**src/rtl/gshare_predictor.sv**
```systemverilog
// -----------------------------------------------------------------------------
// gshare_predictor
//
// Two-level branch direction predictor for the fetch stage. A pattern history
// table (PHT) of 2-bit saturating counters is indexed either by PC XOR global
// history (gshare, MODE=1) or by PC alone (bimodal, MODE=0). Each lookup
// produces a registered prediction and speculatively shifts the predicted
// direction into the global history register (GHR). Resolution from execute
// trains the counters and, on a mispredict, rebuilds the GHR from the snapshot
// carried down the pipe. After reset an init sweep writes every PHT entry to
// weakly-not-taken before lookups and updates are honoured.
//
// Ports
//   clk_i          clock, all state changes on the rising edge
//   rst_ni         synchronous active-low reset
//   pred_req_i     lookup request this cycle
//   pred_pc_i      PC of the branch being looked up
//   pred_valid_o   registered prediction valid
//   pred_taken_o   predicted direction (counter MSB)
//   pred_idx_o     PHT index used; returned later on upd_idx_i
//   pred_ghr_o     GHR before this lookup's speculative shift
//   upd_valid_i    branch resolved this cycle
//   upd_idx_i      PHT index of the resolved branch
//   upd_taken_i    actual direction
//   upd_mispred_i  resolved direction differed from prediction
//   upd_ghr_i      GHR snapshot of the resolved branch
//   ready_o        init sweep complete
//   miss_cnt_o     saturating mispredict count
// -----------------------------------------------------------------------------
//
// state   | meaning
// --------+---------------------------------------------------------------
// ST_INIT | sweeping the PHT to 2'b01, one entry per cycle; traffic ignored
// ST_RUN  | lookups, updates and repairs honoured
//
module gshare_predictor #(
    parameter int PC_BITS  = 32,
    parameter int IDX_BITS = 4,
    parameter int GHR_BITS = 4,
    parameter int MODE     = 1
) (
    input  logic                clk_i,
    input  logic                rst_ni,

    input  logic                pred_req_i,
    input  logic [PC_BITS-1:0]  pred_pc_i,
    output logic                pred_valid_o,
    output logic                pred_taken_o,
    output logic [IDX_BITS-1:0] pred_idx_o,
    output logic [GHR_BITS-1:0] pred_ghr_o,

    input  logic                upd_valid_i,
    input  logic [IDX_BITS-1:0] upd_idx_i,
    input  logic                upd_taken_i,
    input  logic                upd_mispred_i,
    input  logic [GHR_BITS-1:0] upd_ghr_i,

    output logic                ready_o,
    output logic [15:0]         miss_cnt_o
);

    localparam int DEPTH = 1 << IDX_BITS;

    typedef enum logic {
        ST_INIT = 1'b0,
        ST_RUN  = 1'b1
    } state_e;

    state_e              state_q, state_d;
    logic [IDX_BITS-1:0] ptr_q, ptr_d;
    logic [GHR_BITS-1:0] ghr_q, ghr_d;
    logic                pred_valid_q, pred_valid_d;
    logic                pred_taken_q, pred_taken_d;
    logic [IDX_BITS-1:0] pred_idx_q, pred_idx_d;
    logic [GHR_BITS-1:0] pred_ghr_q, pred_ghr_d;
    logic [15:0]         miss_cnt_q, miss_cnt_d;

    // PHT storage: deliberately not reset, the init sweep fills it.
    logic [1:0]          pht_q [DEPTH];
    logic                pht_we;
    logic [IDX_BITS-1:0] pht_waddr;
    logic [1:0]          pht_wdata;

    logic [IDX_BITS-1:0] pc_idx;
    logic [IDX_BITS-1:0] ghr_ext;
    logic [IDX_BITS-1:0] lookup_idx;
    logic                lookup_taken;
    logic [GHR_BITS-1:0] ghr_shift;
    logic [GHR_BITS-1:0] ghr_repair;
    logic [1:0]          upd_cnt;
    logic [1:0]          upd_cnt_nxt;
    logic                unused_pc_bits;

    // ------------------------------------------------------------------
    // Index generation
    // ------------------------------------------------------------------
    // Branches are word aligned, so PC[1:0] carry no information.
    assign pc_idx = pred_pc_i[IDX_BITS+1:2];
    assign unused_pc_bits = ^{pred_pc_i[PC_BITS-1:IDX_BITS+2], pred_pc_i[1:0]};

    // GHR zero-extended into the low bits of the index.
    always_comb begin
        ghr_ext = '0;
        ghr_ext[GHR_BITS-1:0] = ghr_q;
    end

    assign lookup_idx   = (MODE != 0) ? (pc_idx ^ ghr_ext) : pc_idx;
    assign lookup_taken = pht_q[lookup_idx][1];

    // ------------------------------------------------------------------
    // History shift helpers; written as loops so GHR_BITS=1 needs no
    // special-case slice.
    // ------------------------------------------------------------------
    always_comb begin
        ghr_shift = ghr_q;
        for (int i = GHR_BITS - 1; i > 0; i--) begin
            ghr_shift[i] = ghr_q[i-1];
        end
        ghr_shift[0] = lookup_taken;
    end

    always_comb begin
        ghr_repair = upd_ghr_i;
        for (int i = GHR_BITS - 1; i > 0; i--) begin
            ghr_repair[i] = upd_ghr_i[i-1];
        end
        ghr_repair[0] = upd_taken_i;
    end

    // ------------------------------------------------------------------
    // Saturating counter update
    // ------------------------------------------------------------------
    assign upd_cnt = pht_q[upd_idx_i];

    always_comb begin
        upd_cnt_nxt = upd_cnt;
        if (upd_taken_i) begin
            if (upd_cnt != 2'b11) begin
                upd_cnt_nxt = upd_cnt + 2'b01;
            end
        end else begin
            if (upd_cnt != 2'b00) begin
                upd_cnt_nxt = upd_cnt - 2'b01;
            end
        end
    end

    // ------------------------------------------------------------------
    // FSM state register
    // ------------------------------------------------------------------
    always_ff @(posedge clk_i) begin
        if (!rst_ni) begin
            state_q <= ST_INIT;
        end else begin
            state_q <= state_d;
        end
    end

    // ------------------------------------------------------------------
    // Next-state and datapath control
    // ------------------------------------------------------------------
    always_comb begin
        state_d      = state_q;
        ptr_d        = ptr_q;
        ghr_d        = ghr_q;
        pred_valid_d = 1'b0;
        pred_taken_d = pred_taken_q;
        pred_idx_d   = pred_idx_q;
        pred_ghr_d   = pred_ghr_q;
        miss_cnt_d   = miss_cnt_q;
        pht_we       = 1'b0;
        pht_waddr    = '0;
        pht_wdata    = 2'b01;

        unique case (state_q)
            ST_INIT: begin
                pht_we    = 1'b1;
                pht_waddr = ptr_q;
                pht_wdata = 2'b01;
                ptr_d     = ptr_q + IDX_BITS'(1);
                if (&ptr_q) begin
                    state_d = ST_RUN;
                end
            end

            ST_RUN: begin
                if (pred_req_i) begin
                    pred_valid_d = 1'b1;
                    pred_taken_d = lookup_taken;
                    pred_idx_d   = lookup_idx;
                    pred_ghr_d   = ghr_q;
                    ghr_d        = ghr_shift;
                end

                if (upd_valid_i) begin
                    pht_we    = 1'b1;
                    pht_waddr = upd_idx_i;
                    pht_wdata = upd_cnt_nxt;

                    // Repair overrides any speculative shift this cycle.
                    if (upd_mispred_i) begin
                        ghr_d = ghr_repair;
                        if (miss_cnt_q != 16'hFFFF) begin
                            miss_cnt_d = miss_cnt_q + 16'd1;
                        end
                    end
                end
            end

            default: begin
                state_d = ST_INIT;
            end
        endcase
    end

    // ------------------------------------------------------------------
    // Control / output registers
    // ------------------------------------------------------------------
    always_ff @(posedge clk_i) begin
        if (!rst_ni) begin
            ptr_q        <= '0;
            ghr_q        <= '0;
            pred_valid_q <= 1'b0;
            pred_taken_q <= 1'b0;
            pred_idx_q   <= '0;
            pred_ghr_q   <= '0;
            miss_cnt_q   <= '0;
        end else begin
            ptr_q        <= ptr_d;
            ghr_q        <= ghr_d;
            pred_valid_q <= pred_valid_d;
            pred_taken_q <= pred_taken_d;
            pred_idx_q   <= pred_idx_d;
            pred_ghr_q   <= pred_ghr_d;
            miss_cnt_q   <= miss_cnt_d;
        end
    end

    // Writes are suppressed while reset is held so an aborted cycle leaves
    // the table untouched.
    always_ff @(posedge clk_i) begin
        if (pht_we && rst_ni) begin
            pht_q[pht_waddr] <= pht_wdata;
        end
    end

    assign pred_valid_o = pred_valid_q;
    assign pred_taken_o = pred_taken_q;
    assign pred_idx_o   = pred_idx_q;
    assign pred_ghr_o   = pred_ghr_q;
    assign ready_o      = (state_q == ST_RUN);
    assign miss_cnt_o   = miss_cnt_q;

endmodule

```
**config.mk**
```make
export PLATFORM = sky130hd
export DESIGN_NAME = gshare_predictor
export DESIGN_NICKNAME = d
export VERILOG_FILES = /design/src/rtl/gshare_predictor.sv
export SDC_FILE = /design/constraint.sdc
export NUM_CORES = 1
export LEC_CHECK = 0
export ABC_AREA = 0
export ABC_CLOCK_PERIOD_IN_PS = 4400
export CAP_MARGIN = 20
export CORE_ASPECT_RATIO = 1.2
export CORE_MARGIN = 10
export CORE_UTILIZATION = 40
export CTS_CLUSTER_SIZE = 25
export DETAILED_ROUTE_END_ITERATION = 8
export PLACE_DENSITY = 0.66
export SLEW_MARGIN = 20
export SYNTH_ARGS = -nofsm -noshare
export SYNTH_HDL_FRONTEND = slang
export SYNTH_SLANG_ARGS = --single-unit
```
**constraint.sdc**
```tcl
create_clock -name clk_i -period 4.4 [get_ports clk_i]
set_input_delay 0.88 -clock clk_i [delete_from_list [all_inputs] [get_ports clk_i]]
set_output_delay 0.88 -clock clk_i [all_outputs]
set_load 0.05 [all_outputs]
```
==> results of run 1 <==
## flip-flops by register name, indices dropped and copies added, names as in the netlist
register,cells
pht_q,32
ghr_ext,4
miss_cnt_o,16
pred_ghr_o,4
ready_o,1
pred_taken_o,1
pred_valid_o,1
pred_idx_o,4
ptr_q,4
## worst paths after layout
path                         to  slack [ns]  depth (start not counted)
setup / recovery   pht_q[13][0]        1.09                          7
hold / removal    pred_ghr_o[1]        0.46                          2
hold reg to reg   pred_ghr_o[1]        0.46                          2
setup reg to reg   pht_q[13][0]        2.06                          5
## layer usage
metal,part of all wire,wire [µm],vias to the layer above,track usage
li1,-,-,1206,-
met1,0.43,3140,1189,0.148
met2,0.49,3570,72,0.193
met3,0.057,413,10,0.0295
met4,0.018,127,0,0.0557
met5,0,0,-,0
## worst max-delay path, delay by kind of cell
family / cells / cell delay (ns)
AO/OA/AOI/OAI: 2 / 0.63
adder cells (fa/ha/maj): 1 / 0.21
buffers and inverters: 2 / 0.96
multiplexers: 1 / 0.53
AND/OR/NAND/NOR: 1 / 0.18
## cells in the final DEF, fill, tap and decap left out, types with 3 or more instances in the layout
cell type        instances
a21boi_0                 7
a21oi_1                  6
a31oi_1                  5
and2_1                  16
buf_4                    3
bufinv_16                3
clkbuf_8                 9
clkdlybuf4s50_1         43
dfxtp_1                 35
edfxtp_1                32
inv_1                    9
mux2_2                   3
mux2i_1                  7
mux4_2                   9
nand2_1                 37
nand2b_1                 5
nand3_1                 12
nand4_1                  5
nor2_1                  31
nor2b_1                  4
nor3_1                   8
nor3b_1                  3
nor4_1                   4
o211a_1                  3
o21ai_0                  5
o221a_2                  3
o22ai_1                  5
xnor2_1                  6
xor2_1                  10
## through the flow
step | hold slack (ns) | utilization | setup WS (ns) | power (mW) | area [µm²]
2_1_floorplan | 0.467 | - | 0.540 | 0.725 | 3270
3_3_place_gp | 0.450 | 0.471 | 0.779 | 0.758 | 3790
3_5_place_dp | 0.456 | 0.471 | 0.701 | 0.759 | 3790
4_1_cts | 0.465 | 0.500 | 1.07 | 1.37 | 4040
5_1_grt | 0.487 | 0.500 | 0.950 | 1.41 | 4040
6_report | 0.462 | 0.500 | 1.09 | 1.35 | 4040
## power by group through the flow
stage	Sequential (mW)	Combinational, mW	Clock (mW)
detailed placement	0.671	0.0883	0
CTS	0.656	0.0892	0.621
floorplan	0.669	0.0555	0
global route	0.657	0.0977	0.652
finish	0.656	0.0889	0.606
global placement	0.671	0.0876	0
## final cells by class
| class | count | area, µm² | share of cell area |
|---|---|---|---|
| sequential | 67 | 1660 | 0.412 |
| multi-input combinational | 218 | 1520 | 0.378 |
| timing repair buffer | 46 | 453 | 0.112 |
| clock buffer | 9 | 124 | 0.0307 |
| tap | 95 | 119 | 0.0295 |
| clock inverter | 7 | 116 | 0.0288 |
| inverter | 10 | 37.5 | 0.00930 |
## kinds of logic after synthesis
group           Yosys count
simple gates            134
flops                    67
compound gates           43
buf+inv                  20
mux                      20
xor+xnor                 17
fa+ha+maj                 4
==> impl_metrics.csv, run 1 <==
group,metric,value,unit
detailed_routing,drtIter0Drc,141,
power_and_ir_drop,p_comb_frac,0.066,
die,rows,36,
layout,nFillCells,721,
placed_design,hpwl,5330,µm
power_and_ir_drop,p_int,1.07,mW
detailed_routing,viasPerCell,5.48,
timing,timing.slew.headroom,0.495,
power_and_ir_drop,p_seq_frac,0.486,
clock_tree,cts_buffers,9,
critical_path,cpPeakStageDelay,0.71,ns
timing,fmax,302,MHz
detailed_routing,drt_pre_antenna_iters,5,
synth,syn_inst,305,
synth,yosysMostFrequentCell,"nand2_1",
layout,nets,400,
die,core_area,8060,µm²
global_routing,grt_util_all_layers,0.120,
synth,synth.area.mux_share,0.102,
timing,finalSetupViolCount,0,
synth,synth.distinct_cells,48,
timing,period_share,0.753,
timing,slew_viol_final,0,
synth,synth_nets,353,
critical_path,path_max_fanout,16,
critical_path,timing.critical_path.arrival,3.38,ns
worst_hold_path,hold_start,"pred_ghr_o[1]",
die,ioPinCount,73,
critical_path,worst_setup_path_start_kind,"primary input",
critical_path,path_cells,"clkdlybuf4s50_1, buf_4, mux4_2, and2_1, a21oi_1, maj3_1, a211o_1",
global_routing,grt_pass1_wl,11700,µm
critical_path,worstSetupPathType,"in -> reg",
placed_design,dpl.cell_count,436,
critical_path,slowest_stage,"clkdlybuf4s50_1",
synth,synth_edf_count,32,
clock_tree,cts_hold_buf,0,
power_and_ir_drop,ir_drop,0.144,mV
timing,hold_viol,0,
synth,synth_warnings,0,
die,dieArea,12200,µm²
synth,netlist_area,3270,µm²
detailed_routing,drc,0,
synth,synthTopCellsByCount,"nand2_1 (37), dfxtp_1 (35), edfxtp_1 (32)",
synth,ys_ff_latch,67,
power_and_ir_drop,clockPowerShare,0.448,
timing,tightest_slew,0.751,ns
worst_hold_path,hp-class,"reg -> reg",
synth,synth_fa_ha_area_frac,0.0138,
global_routing,grt_start_max_net_pins,44,
synth,synth.avg_cell_area,10.7,µm²
clock_tree,cts-htree-levels,3,
layout,area_growth,23.4,%
power_and_ir_drop,power_switching,0.282,mW
synth,async_flop_share,0,
power_and_ir_drop,leakage,1.47,nW
die,fp.dieW,103,µm
clock_tree,cts_resized,0,
global_routing,grt_pass1_vias,2308,
global_routing,grt_antenna_before_repair,0,
timing,min_period,3.31,ns
placed_design,io_buffers,43,
critical_path,cp.required,4.47,ns
synth,synth_ff_type,"dfxtp_1",
timing,fin_skew,0.0120,ns
power_and_ir_drop,cellPowerDensity,335,nW/µm²
timing,rsz0062_at_grt,"false",
clock_tree,clk_latency,0.34,ns
critical_path,endpoint_kind,"flop",
die,start_util,0.405,
placed_design,gp_congestion,0.825,
die,die_h,119,µm
synth,synthTopCellsByArea,"edfxtp_1 (29%), dfxtp_1 (21%), mux4_2 (6.2%), nand2_1 (4.2%), nor2_1 (3.6%)",
detailed_routing,vias,2477,
clock_tree,cts_setup_buffers,0,
layout,layout-drive-gt1-share,0.101,
synth,synth_top_area_frac,0.294,
clock_tree,clock_sinks,67,
critical_path,reg2reg_from,"pht_q[14][1]",
timing,fin_tns_setup,0,ns
layout,diodes,0,
clock_tree,clock_path_buffers,2,
flow_run,maxCapViolations,0,
detailed_routing,wl_per_cell,16.1,µm
synth,synth-compound-area-share,0.0945,
synth,yosysSeqAreaShare,0.508,
synth,synth_xor_area_frac,0.0513,
layout,final_cells,452,
synth,synth_top_family_by_area,"simple AND/OR/NAND/NOR gates",
global_routing,grt.overflow.total,0,
clock_tree,cts_tree,"done",
synth,yosys.area.top_type,"edfxtp_1",
clock_tree,cts.clk_slew.worst_paths,0.08,ns
detailed_routing,final_antenna_net_count,0,
power_and_ir_drop,swShare,0.209,
detailed_routing,wl,7260,µm
clock_tree,cts_root_buf,"clkbuf_8",
status,outcome,"finished clean",
critical_path,startpoint,"upd_idx_i[1]",
synth,synth-simple-area-share,0.203,
Note: power is estimated with default switching activity, not from simulation.
==> run 2: changes to the inputs <==
- ABC_CLOCK_PERIOD_IN_PS: 4400 -> 2700
- PLACE_DENSITY: 0.66 -> 0.68
- clock period: 4.4 -> 2.7 ns (I/O delays scaled with it)
==> impl_metrics.csv, run 2 (same netlist as run 1, synthesis figures left out) <==
group,metric,value,unit
timing,hold_viol,0,
clock_tree,cts-htree-levels,3,
critical_path,path_max_fanout,16,
global_routing,grt_start_max_net_pins,34,
layout,nets,412,
timing,min_period,2.54,ns
status,outcome,"finished clean",
detailed_routing,final_antenna_net_count,0,
clock_tree,cts.clk_slew.worst_paths,0.06,ns
clock_tree,cts_resized,3,
placed_design,gp_congestion,0.854,
layout,final_common_cell,"clkdlybuf4s50_1",
critical_path,timing.critical_path.arrival,2.63,ns
global_routing,grt_pass1_wl,12500,µm
layout,largest_register_ffs,32,
layout,utilization,0.506,
worst_hold_path,hold_start,"pred_ghr_o[2]",
timing,period_share,0.941,
layout,area_growth,24.8,%
timing,fin_tns_setup,0,ns
global_routing,grt_antenna_before_repair,0,
die,core_area,8060,µm²
placed_design,place_worst_setup_slack,-0.392,ns
placed_design,io_buffers,43,
critical_path,endpoint_kind,"flop",
detailed_routing,drc,0,
die,start_util,0.405,
layout,diodes,0,
timing,fin_ws,0.161,ns
critical_path,rrSetupSlack,0.41,ns
timing,finalSetupViolCount,0,
clock_tree,cts_root_buf,"clkbuf_8",
clock_tree,clock_sinks,67,
detailed_routing,wl_per_cell,16.4,µm
detailed_routing,viasPerCell,5.38,
clock_tree,cts_hold_buf,0,
power_and_ir_drop,ir_drop,0.240,mV
timing,slew_viol_final,0,
layout,multiInputGateArea,1530,µm²
flow_run,maxCapViolations,0,
die,die_h,119,µm
layout,final_cells,464,
critical_path,reg2regPathDepth,6,
placed_design,placed_cell_area,3910,µm²
timing,fmax,394,MHz
timing,tightest_slew,0.532,ns
critical_path,cp.required,2.80,ns
die,rows,36,
global_routing,grt.overflow.total,0,
detailed_routing,wl,7620,µm
critical_path,rr_endpoint,"pht_q[7][0]",
clock_tree,clk_latency,0.35,ns
critical_path,worst_setup_path_start_kind,"primary input",
placed_design,hpwl,5730,µm
layout,nFillCells,728,
timing,timing.slew.headroom,0.645,
die,ioPinCount,73,
global_routing,grt_util_all_layers,0.130,
layout,final_area,4080,µm²
detailed_routing,vias,2496,
layout,seqCellArea,1660,µm²
timing,rsz0062_at_grt,"false",
timing,fin_skew,0.00745,ns
worst_hold_path,min_to,"pred_ghr_o[2]",
power_and_ir_drop,leakage,1.50,nW
power_and_ir_drop,cellPowerDensity,473,nW/µm²
worst_hold_path,worstHoldPathCells,2,
clock_tree,cts_tree,"done",
worst_hold_path,hp-class,"reg -> reg",
die,dieArea,12200,µm²
placed_design,dpl.cell_count,448,
clock_tree,cts_buffers,9,
detailed_routing,drtIter0Drc,148,
detailed_routing,drt_pre_antenna_iters,4,
clock_tree,clock_path_buffers,2,
timing,hold_ws,0.459,ns
critical_path,worstSetupPathType,"in -> reg",
die,fp.dieW,103,µm
layout,layout-drive-gt1-share,0.125,
clock_tree,cts_setup_buffers,0,
layout,mostFrequentLayoutCells,"clkdlybuf4s50_1 (42), nand2_1 (37), dfxtp_1 (35)",
critical_path,reg2reg_from,"pht_q[13][1]",
global_routing,grt_pass1_vias,2540,
power_and_ir_drop,p_total,1.93,mW
layout,regMostFlops,"pht_q",
## run 2: area by class of cell
class | count | share of cell area
clock buffers | 12 | 0.0356
clock inverters | 4 | 0.00429
inverters | 10 | 0.00920
multi-input cells | 218 | 0.375
flip-flops and latches | 67 | 0.407
well taps | 95 | 0.0291
repair buffers | 58 | 0.140
## run 2: metal layers
layer | routed length [µm] | GRT usage | part of all wire
met1 | 3360 | 0.152 | 0.44
met2 | 3670 | 0.209 | 0.48
met3 | 397 | 0.0382 | 0.052
met4 | 196 | 0.0645 | 0.026
met5 | 0 | 0 | 0
## run 2: worst max-delay path by stage
stage,startpoint,end,depth (start not counted)
finish,upd_idx_i[3],pht_q[7][0],7
global route,upd_idx_i[3],pht_q[15][0],7
global placement,upd_idx_i[1],pht_q[13][1],8
floorplan,upd_idx_i[3],pht_q[0][1],6
detailed placement,upd_idx_i[1],pht_q[15][0],8
CTS,upd_idx_i[3],pht_q[5][0],7
## run 2: power breakdown
group	leakage (nW)	internal [mW]	total, mW	switching, mW
clock network	0.0852	0.349	0.707	0.357
registers	0.597	1.06	1.07	0.00803
logic	0.820	0.0751	0.152	0.0773
## run 2: critical path, stage by stage
cell	delay (ns)
clkdlybuf4s50_1	0.61
mux4_2	0.35
mux2i_2	0.22
inv_1	0.06
maj3_1	0.34
a211o_1	0.34
buf_12	0.16
==> run 3: changes to the inputs <==
- CTS_CLUSTER_SIZE: 25 -> 28
==> results of run 3 <==
The final DEF is identical to that of run 2; final timing and power are the same.
